File: src/rtl/pong_game_ctrl.sv
// Pong game sequencer: divides clk into physics steps, runs the
// IDLE/SERVE/PLAY/OVER flow, keeps both scores and issues the step and
// ball_reset pulses that drive the ball/paddle datapath.
//
// Ports:
//   clk          system clock, all state on rising edge
//   rst_n        asynchronous active-low reset
//   ena          design enable; 0 freezes state, clears step/ball_reset
//   start        start/restart request, acted on at its rising edge
//   miss_left    ball passed left paddle
//   miss_right   ball passed right paddle
//   step         one-cycle pulse: advance ball/paddles one step
//   ball_reset   one-cycle pulse: recentre ball, load serve velocity
//   serve_dir    serve direction, 0 = toward left, 1 = toward right
//   score_left   left player score
//   score_right  right player score
//   state        0 IDLE, 1 SERVE, 2 PLAY, 3 OVER
module pong_game_ctrl #(
    parameter int unsigned FRAME_DIV   = 16,
    parameter int unsigned SERVE_STEPS = 8,
    parameter int unsigned WIN_SCORE   = 5,
    parameter int unsigned SCORE_W     = 4
) (
    input  logic               clk,
    input  logic               rst_n,
    input  logic               ena,
    input  logic               start,
    input  logic               miss_left,
    input  logic               miss_right,
    output logic               step,
    output logic               ball_reset,
    output logic               serve_dir,
    output logic [SCORE_W-1:0] score_left,
    output logic [SCORE_W-1:0] score_right,
    output logic [1:0]         state
);

    localparam int unsigned DIV_W = (FRAME_DIV > 1) ? $clog2(FRAME_DIV) : 1;
    localparam int unsigned CNT_W = $clog2(SERVE_STEPS + 1);

    typedef enum logic [1:0] {
        S_IDLE  = 2'd0,
        S_SERVE = 2'd1,
        S_PLAY  = 2'd2,
        S_OVER  = 2'd3
    } state_t;

    state_t             state_q, state_d;
    logic [DIV_W-1:0]   div_q, div_d;
    logic [CNT_W-1:0]   cnt_q, cnt_d;
    logic               start_q, start_q_d;
    logic [SCORE_W-1:0] sl_d, sr_d;
    logic               dir_d, step_d, br_d;

    logic start_rise_c;
    logic tick_c;
    logic any_miss_c;

    assign start_rise_c = start & ~start_q;
    assign tick_c       = (div_q == DIV_W'(FRAME_DIV - 1));
    assign any_miss_c   = miss_left | miss_right;
    assign state        = state_q;

    // State register and all registered outputs
    always_ff @(posedge clk or negedge rst_n) begin
        if (!rst_n) begin
            state_q     <= S_IDLE;
            div_q       <= '0;
            cnt_q       <= '0;
            start_q     <= 1'b0;
            score_left  <= '0;
            score_right <= '0;
            serve_dir   <= 1'b1;
            step        <= 1'b0;
            ball_reset  <= 1'b0;
        end else begin
            state_q     <= state_d;
            div_q       <= div_d;
            cnt_q       <= cnt_d;
            start_q     <= start_q_d;
            score_left  <= sl_d;
            score_right <= sr_d;
            serve_dir   <= dir_d;
            step        <= step_d;
            ball_reset  <= br_d;
        end
    end

    // Next-state and output logic
    always_comb begin
        state_d   = state_q;
        div_d     = div_q;
        cnt_d     = cnt_q;
        start_q_d = start_q;
        sl_d      = score_left;
        sr_d      = score_right;
        dir_d     = serve_dir;
        step_d    = 1'b0;
        br_d      = 1'b0;

        if (ena) begin
            start_q_d = start;
            div_d     = tick_c ? '0 : div_q + DIV_W'(1);

            unique case (state_q)
                S_IDLE, S_OVER: begin
                    if (start_rise_c) begin
                        state_d = S_SERVE;
                        sl_d    = '0;
                        sr_d    = '0;
                        dir_d   = 1'b1;
                        cnt_d   = '0;
                        br_d    = 1'b1;
                    end
                end
                S_SERVE: begin
                    if (tick_c) begin
                        if (cnt_q == CNT_W'(SERVE_STEPS - 1)) begin
                            state_d = S_PLAY;
                            cnt_d   = '0;
                        end else begin
                            cnt_d = cnt_q + CNT_W'(1);
                        end
                    end
                end
                S_PLAY: begin
                    // A miss outranks the tick: no step, recentre instead
                    if (any_miss_c) begin
                        if (miss_left) sr_d = score_right + SCORE_W'(1);
                        if (miss_right) sl_d = score_left + SCORE_W'(1);
                        if (miss_left && !miss_right) dir_d = 1'b0;
                        if (miss_right && !miss_left) dir_d = 1'b1;
                        br_d  = 1'b1;
                        cnt_d = '0;
                        if (sl_d == SCORE_W'(WIN_SCORE) || sr_d == SCORE_W'(WIN_SCORE)) begin
                            state_d = S_OVER;
                        end else begin
                            state_d = S_SERVE;
                        end
                    end else begin
                        step_d = tick_c;
                    end
                end
                default: state_d = S_IDLE;
            endcase
        end
    end

endmodule

File: config.mk
export PLATFORM = sky130hd
export DESIGN_NAME = pong_game_ctrl
export DESIGN_NICKNAME = d
export VERILOG_FILES = /design/src/rtl/pong_game_ctrl.sv
export SDC_FILE = /design/constraint.sdc
export NUM_CORES = 1
export LEC_CHECK = 0
export ABC_CLOCK_PERIOD_IN_PS = 1800
export BUFFER_PORTS_ARGS = -buffer_cell sky130_fd_sc_hd__buf_2
export CAP_MARGIN = 25
export CORE_MARGIN = 2
export CORE_UTILIZATION = 45
export DETAILED_ROUTE_END_ITERATION = 10
export PLACE_DENSITY_LB_ADDON = 0.12
export RECOVER_POWER = 25
export SETUP_SLACK_MARGIN = 0.02
export SLEW_MARGIN = 10
export SYNTH_ARGS = -nofsm -noshare
export SYNTH_HDL_FRONTEND = slang
export SYNTH_SLANG_ARGS = --single-unit
File: constraint.sdc
create_clock -name clk -period 1.8 [get_ports clk]
set_clock_uncertainty 0.1 [all_clocks]
set_input_delay 0.27 -clock clk [delete_from_list [all_inputs] [get_ports clk]]
set_output_delay 0.27 -clock clk [all_outputs]
set_load 0.02 [all_outputs]
---- Word-level counts from Yosys, hierarchy flattened ----
Cells that the tools add are included.
cells by class
  add/sub/neg operators ................... 4
  equality and inequality tests ........... 12
  mux-type cells .......................... 36
  bitwise logic cells ..................... 3
  reduce and logical (&&, ||, !) cells .... 12
operator list
  operator                                                         number
  4-bit 2-to-1 mux                                                 15
  4-bit by 1-bit adder with 4-bit output, second input constant    4
  4-bit case mux with 2 select lines                               2
  4-bit by 3-bit == test with 1-bit output, second input constant  3
  4-bit case mux with 3 select lines                               1
  1-bit 2-to-1 mux                                                 10
  2-bit 2-to-1 mux                                                 5
  5-bit AND reduction                                              2
  2-bit != test, second input constant                             4
  4-bit AND reduction                                              2
  2-bit case mux with 3 select lines                               1
  2-bit == test, second input constant                             2
  4-bit == test, second input constant                             1
  1-bit case mux with 2 select lines                               2
  3-bit != test, second input constant                             1
  2-bit by 1-bit == test with 1-bit output, second input constant  1
  1-bit logical AND                                                2
  1-bit zero test                                                  2
  2-bit zero test                                                  1
  2-bit nonzero test                                               1
  2-bit OR reduction                                               1
  1-bit AND                                                        1
  1-bit logical OR                                                 1
  1-bit NOT                                                        1
  1-bit OR                                                         1
storage, ports and cells
  flip-flop bits (word level) ............. 22
  output and inout bits ................... 13
  word-level logic and storage cells ...... 76

---- Depth between registers and ports, before layout ----
Gate-level depths: netlist of the first run.
  word-level depth ........................ 10
  depth in mapped cells ................... 7
  mapped depth without buffers ............ 6

---- Worst setup path after synthesis of the first run ----
Ideal clock, no wire load.
  path type ............................... register to register
  start point ............................. register state_q[0], in the netlist state[0]
  end point ............................... register state_q[1], in the netlist state[1]
  data arrival time ....................... 1916 ps
  data required time ...................... 1618 ps
  setup slack ............................. -298 ps
  cell stages (with the launch flop) ...... 8
  path buffers ............................ 1
  clock period less this slack ............ 2098 ps
  cells stage by stage .................... dfrtp_1 inv_1 ha_1 a21bo_4 a221o_1 buf_6 or3_1 a22oi_2
on the way
  longest elaborated chain between the ends .. 4
  elaborated cells on any way between the ends .. 11
  those cells by class .................... eq/ne: 7; mux: 1; reduce/logical: 3
ends and longest elaborated chain
  item                                                     RTL line  source
  from (decl)                                              48        state_t state_q, state_d;
  from (signal assigned)                                   77        state_q <= state_d;
  2-bit == test / 2-bit zero test (equally long branches)  105       unique case (state_q)
  2-bit OR reduction                                       105
  2-bit != test (no line)                                  n/a
  5-bit AND reduction (no line)                            n/a
Parallel ways exist; a longest one is shown, timed or not.
A chain may end at the register's enable or synchronous reset.

---- Worst setup path after layout of the first run ----
  start point ............................. register state_q[0], in the netlist state[0]
  end point ............................... register cnt_q[3]
on the way
  longest elaborated chain between the ends .. 4
  elaborated cells on any way between the ends .. 10
  those cells by class .................... eq/ne: 6; mux: 1; reduce/logical: 3
ends and longest elaborated chain
  item                                                     RTL line  source
  2-bit == test / 2-bit zero test (equally long branches)  105
  2-bit OR reduction                                       105
  2-bit != test (no line)                                  n/a
  4-bit AND reduction (no line)                            n/a
  to (signal assigned)                                     79        cnt_q <= cnt_d;
  to (decl)                                                50        logic [CNT_W-1:0] cnt_q, cnt_d;
Parallel ways exist; a longest one is shown, timed or not.

==> results.md, run 1 <==
* P_sw at 0.891 mW
* Hold WC Path Type: in -> reg
* Layout Area Growth over Synthesis at 31.4%
* Yosys reg bits at 22
* Failing checks: setup timing
* Clk root buf: clkbuf_4
* Ys flop type: dfrtp_1
* Syn nets at 143
* DPL Wire Length at 2.09 mm
* Critical path's slowest cell: dfrtp_2
* Multi-input gate area at 726 um2
* Final WL at 2.95 mm
* Rel. slew slack at 0.633
* Die area at 3280 um2
* P_leak at 0.835 nW
* Via Count at 1142
* Buf+Inv Stages, Crit Path at 2
* # rows at 19
* Crit path cell chain: inv_2 > ha_4 > a21bo_4 > a221o_1 > buf_6 > or3_1 > a21oi_1
* Cell taking the most area after synthesis: dfrtp_1
* I/O pins at 19
* Layout fillers at 230
* CP max stage delay at 0.42 ns
* Reg2reg end: cnt_q[3]
* Share of layout cells above drive strength 1 at 0.371
* Crit path max-delay family: compound AO/OA/AOI/OAI gates
* Syn Area/Cell at 9.98 um2
* Placed Cells at 193
* Commonest non-fill, non-tap cell in the layout: buf_4
* Final setup viols at 5
* Grt ovf at 0
* Type of element launching the critical path: flop
* Crit Reg-Reg Startpoint: state[0]
* Syn. warnings at 0
* Vias in the first global route at 1139
* Max_cap viols at 0
* Worst Hold Depth at 2
* Antenna-violating nets left at 0
* Sequential share of the synthesized area at 0.432
* Min-delay src: start
* Clk sinks at 22
* First-pass GRT wire length at 5.18 mm
* Reg-to-reg slack, setup at -0.09 ns
* Outcome: finished with violations
* Largest net degree at the start of global routing at 23
* Gpl congestion at 0.808
* Switch share at 0.387
* Cell area after layout at 1680 um2
* Antenna cells at 0
* CTS Buf Count at 3
* Max-slew violation count at 0
* Setup TNS at -0.245 ns
* Seq pwr share at 0.342
* Initial Utilization at 0.467
* Crit end category: flop
* Final min period at 1.89 ns
* Cells after synthesis at 128
* FF-to-FF path depth at 7
* Most frequent cells in the layout: buf_4 (19), dfrtp_1 (18), buf_2 (17)
* Comb pwr share at 0.489
* CTS tree: built
* Tcrit/Tclk final at 1.05
* Critical path peak fanout at 4
* Core ar. at 2730 um2
* Unrepaired setup endpoints after global routing: true
* Library cells used by synthesis at 38
* Final worst setup slack at -0.0898 ns
* Final cell count without fillers at 201
* Crit Path Class: reg -> reg
* Fraction of registers with async set/reset at 1.00
* First-pass DRT Iterations at 2
* WHS Endpoint: start_q
* Htree depth at 1
* WP data arrival at 2.04 ns
* Yosys top cell area share at 0.411
* Post-synth EDFFs at 0
* Initial antenna violation count at 0
* Placed Area at 1540 um2
* Top cells by area, synth: dfrtp_1 (41%), ha_1 (8.8%), o21ai_1 (3.9%), inv_1 (3.2%), nand2b_1 (2.4%)
* Worst-skew pair later-pin latency at 0.31 ns
* Clock power frac at 0.169
* Internal power at 1.41 mW
* Worst-Margin Slew at 0.550 ns
* Nets@finish at 186
* Number of remaining DRC errors at 0
* Initial DRC count at 31
* FF+latch area at 556 um2
* Fmax at 529 MHz
* Via density at 5.68
* PwrDens at 1370 nW/um2
* Max VDD drop at 891 uV
* Final hold vios at 0
* WL/cell at 14.7 um
* GRT Total Usage at 0.201
* Clock-pin slew on the worst setup and hold paths at 0.13 ns
* WP data required at 1.95 ns
* Clock Path Buffers at 2
* Post-Syn Area at 1280 um2
* Die Y at 57.3 um
* Buffers on Ports at 18
* Die X at 57.3 um
==> registers in the layout (all words and copies together), names as in the netlist <==
signal / flops
score_left: 4
ball_reset: 1
score_right: 4
step: 1
start_q: 1
serve_dir: 1
div_q: 4
cnt_q: 4
state: 2
==> Yosys cell counts, drive strengths merged (2+ instances only) <==
library cell   n
inv           11
nand2          7
nor3           3
ha             9
buf            2
a21oi          5
nand2b         5
o22ai          3
mux2           2
dfrtp         21
a22o           3
nand3          3
a211o          2
a32o           2
xnor2          3
or3            2
a21o           4
nand4          4
o21ai         14
nor2           7
==> per-layer routing <==
layer  global-route usage  wire, um  vias up
met4               0.0731        59        0
met3               0.0204        57        6
li1                     -         -      555
met2                0.360      1500       17
met1                0.251      1330      564
met5                    0         0        -
==> kinds of logic after synthesis <==
logic type               share of synthesized area
AO/OA/AOI/OAI                                0.222
AND/OR/NAND/NOR                              0.158
flip-flops                                   0.432
buffers and inverters                       0.0470
adder cells (fa/ha/maj)                     0.0882
XOR/XNOR                                    0.0274
multiplexers                                0.0255
==> per-stage QoR <==
step	hold WS [ns]	utilization	total power [mW]	setup slack, ns
global placement	0.169	0.563	1.73	-0.0432
CTS	0.0965	0.600	2.24	-0.0743
finish	0.103	0.614	2.30	-0.0898
detailed placement	0.177	0.563	1.77	-0.0735
global route	0.105	0.614	2.47	-0.142
floorplan	-0.126	-	1.41	-0.134
==> timing repair <==
action / in CTS / in global routing
hold buffers: 1 / 0
setup buffers: 2 / 1
endpoints found under the setup margin: 3 / 13
hold endpoints to repair: 21 / 0
cloned: 0 / 0
gates resized for setup: 4 / 8
pin swaps: 4 / 4
==> power by group through the flow <==
stage          Combinational [mW]  Clock, mW  Sequential [mW]
2_1_floorplan               0.553          0            0.861
4_1_cts                      1.05      0.404            0.779
5_1_grt                      1.25      0.416            0.813
3_5_place_dp                0.984          0            0.785
6_report                     1.13      0.390            0.787
3_3_place_gp                0.950          0            0.776
==> worst max-delay path by stage <==
stage	from	to	slack, ns	cells past startpoint
3_3_place_gp	miss_left	state[1]	-0.04	7
2_1_floorplan	state[0]	state[1]	-0.13	7
3_5_place_dp	miss_left	state[1]	-0.07	7
4_1_cts	state[1]	cnt_q[3]	-0.07	6
5_1_grt	state[0]	cnt_q[3]	-0.14	7
6_report	state[0]	cnt_q[3]	-0.09	7
==> final cells by class <==
type	instances	share of cell area
Timing Repair Buffer	40	0.158
Inverter	11	0.0246
Tap cell	31	0.0231
Clock inverter	1	0.0179
Sequential cell	22	0.331
Clock buffer	3	0.0134
Multi-Input combinational cell	93	0.432
Power figures use the tool's default switching activity.
==> run 2, diff against run 1 <==
--- a/config.mk
+++ b/config.mk
@@ -8,3 +8,2 @@
 export ABC_CLOCK_PERIOD_IN_PS = 1800
-export BUFFER_PORTS_ARGS = -buffer_cell sky130_fd_sc_hd__buf_2
 export CAP_MARGIN = 25
@@ -13,3 +12,3 @@
 export DETAILED_ROUTE_END_ITERATION = 10
-export PLACE_DENSITY_LB_ADDON = 0.12
+export DONT_BUFFER_PORTS = 1
 export RECOVER_POWER = 25
==> constraint.sdc (replaced) <==
create_clock -name clk -period 1.8 [get_ports clk]
set_clock_uncertainty 0.1 [all_clocks]
set_input_delay 0.09 -clock clk [delete_from_list [all_inputs] [get_ports clk]]
set_output_delay 0.09 -clock clk [all_outputs]
set_load 0.02 [all_outputs]
==> run 2 against run 1 <==
- the run still ends with setup timing left
- fmax up 2.1%
- first-iteration DRC count up 19%
- largest power group unchanged
- utilization down 1.6 points
- final cell count down 5.0%
- largest cell class unchanged
==> results.md, run 2 (same netlist as run 1, synthesis figures left out) <==
* Final min period at 1.85 ns (-0.0389 ns)
* P_leak at 0.758 nW (-9.3%)
* Clock Path Buffers at 2 (unchanged)
* Setup TNS at -0.0729 ns (+0.172 ns)
* Fmax at 540 MHz (+2.1%)
* Htree depth at 1 (unchanged)
* GRT Total Usage at 0.195 (-0.00598)
* Crit path cell chain: ha_4 > a21bo_4 > a221o_1 > or3_4 > a22oi_2
* Max VDD drop at 845 uV (-5.1%)
* Via Count at 1095 (-4.1%)
* Crit path max-delay family: compound AO/OA/AOI/OAI gates
* Cell area after layout at 1630 um2 (-2.7%)
* WP data arrival at 1.98 ns (-0.06 ns)
* Critical path peak fanout at 5 (+1)
* Layout fillers at 248 (+7.8%)
* DPL Wire Length at 1.97 mm (-6.0%)
* Die Y at 57.3 um (unchanged)
* Largest net degree at the start of global routing at 23 (unchanged)
* Antenna-violating nets left at 0 (unchanged)
* CTS tree: built
* Tcrit/Tclk final at 1.03 (-0.0216)
* Die area at 3280 um2 (unchanged)
* Die X at 57.3 um (unchanged)
* Most frequent cells in the layout: buf_4 (22), dfrtp_1 (18), inv_1 (10)
* WL/cell at 15.7 um (+6.8%)
* Placed Area at 1460 um2 (-5.4%)
* Commonest non-fill, non-tap cell in the layout: buf_4
* Clock power frac at 0.111 (-0.058)
* Final worst setup slack at -0.0509 ns (+0.0389 ns)
* Worst-skew pair later-pin latency at 0.30 ns (about the same)
* Clock-pin slew on the worst setup and hold paths at 0.12 ns (about the same)
* Initial DRC count at 37 (+19%)
* Antenna cells at 0 (unchanged)
* Worst-Margin Slew at 0.781 ns (+0.231 ns)
* First-pass DRT Iterations at 4 (+2)
* Final core utilization at 0.598 (-0.0165)
* I/O pins at 19 (unchanged)
* Rel. slew slack at 0.479 (-0.154)
* Hold WC Path Type: in -> async
* Comb pwr share at 0.514 (+0.025)
* Outcome: finished with violations
* # rows at 19 (unchanged)
* Share of layout cells above drive strength 1 at 0.288 (-0.0831)
* Max_cap viols at 0 (unchanged)
* Failing checks: setup timing
* Max-slew violation count at 0 (unchanged)
* Nets@finish at 176 (-5.4%)
* Vias in the first global route at 1127 (-1.1%)
* Buffers on Ports at 0 (-18)
* Initial antenna violation count at 0 (unchanged)
* Unrepaired setup endpoints after global routing: true
* GR Layer Usage met2 at 0.355 (-0.00493)
* M3 GR Usage at 0.0295 (+0.00907)
* Final setup viols at 3 (-2)
* Seq pwr share at 0.376 (+0.034)
* Final WL at 3.00 mm (+1.5%)
* First-pass GRT wire length at 4.91 mm (-5.1%)
* P_sw at 0.867 mW (-2.7%)
* Grt peak-use layer: met2
* WP data required at 1.93 ns (-0.02 ns)
* Number of remaining DRC errors at 0 (unchanged)
* Internal power at 1.27 mW (-10%)
* PwrDens at 1310 nW/um2 (-4.7%)
* Buf+Inv Stages, Crit Path at 0 (-2)
* Critical path's slowest cell: dfrtp_2
* Type of element launching the critical path: flop
* CP max stage delay at 0.46 ns (+0.04 ns)
* Clk sinks at 22 (unchanged)
* Core ar. at 2730 um2 (unchanged)
* Worst hold margin at 0.0354 ns (-0.0681 ns)
* CTS Buf Count at 3 (unchanged)
* Via density at 5.73 (+0.90%)
* Crit end category: flop
* Layout Area Growth over Synthesis at 27.9%
* Crit Path Class: reg -> reg
* Met1 Use GR at 0.219 (-0.0322)
* Final hold vios at 0 (unchanged)
* Switch share at 0.406 (+0.0189)
* Grt ovf at 0 (unchanged)
* Clk root buf: clkbuf_4
* Gpl congestion at 0.807 (-0.12%)
* Initial Utilization at 0.467 (unchanged)
## run 2: changes by cell type in the layout (fill, tap and decap cells not counted), moves of 2 or more
cell / previous run / this run
o21ai_2: 3 / 1
buf_4: 19 / 22
dlygate4sd3_1: 1 / 6
clkbuf_1: 0 / 2
buf_2: 17 / 0
## run 2: cell type report
class                      count  area [um2]  share of cell area
sequential                    22         556               0.340
tap                           31        38.8              0.0237
clock buffer                   4        26.3              0.0161
inverter                      11        41.3              0.0253
multi-input combinational     93         732               0.448
timing repair buffer          30         240               0.147
## run 2: path summary, 6_finish.rpt
| check | cells past startpoint | to | slack (ns) | start |
|---|---|---|---|---|
| setup / recovery | 5 | state[1] | -0.05 | state[1] |
| hold / removal | 1 | cnt_q[0] | 0.04 | rst_n |
| setup reg to reg | 5 | state[1] | -0.05 | state[1] |
| hold reg to reg | 1 | start_q | 0.41 | start_q |
| max in group asynchronous | 2 | state[1] | 0.48 | rst_n |
| min in group clk | 3 | score_right[3] | 0.04 | miss_left |
## run 2: worst reg2reg max path, cell delays in order (launching register included)
cell and delay (ns):
dfrtp_2 0.46, ha_4 0.17, a21bo_4 0.22, a221o_1 0.33, or3_4 0.39, a22oi_2 0.11
## run 2: power groups by stage
stage	registers [mW]	logic (mW)	clock network, mW
6_report	0.802	1.10	0.236
5_1_grt	0.825	1.20	0.275
4_1_cts	0.796	0.977	0.247
3_5_place_dp	0.801	0.922	0
3_3_place_gp	0.792	0.894	0
2_1_floorplan	0.861	0.553	0
## run 2: timing repair
action                                  4_1_cts  5_1_grt
hold endpoints to repair                     35        0
hold buffers                                  6        0
buffers inserted                              1        3
endpoints found under the setup margin        5        9
gates resized for setup                       3        9
pin swaps                                     1        2
## run 2: layer usage
layer,vias to the layer above,share of wire
met5,-,0
met4,0,0.027
met3,8,0.027
met2,18,0.53
met1,535,0.42
li1,534,-
## run 2: metrics by stage
step	cells	total power, mW	worst slack [ns]
after global placement	176	1.69	-0.0218
final	191	2.14	-0.0509
after floorplan	128	1.41	-0.134
after CTS	187	2.02	-0.0307
after detailed placement	176	1.72	-0.0595
after global routing	191	2.30	-0.119
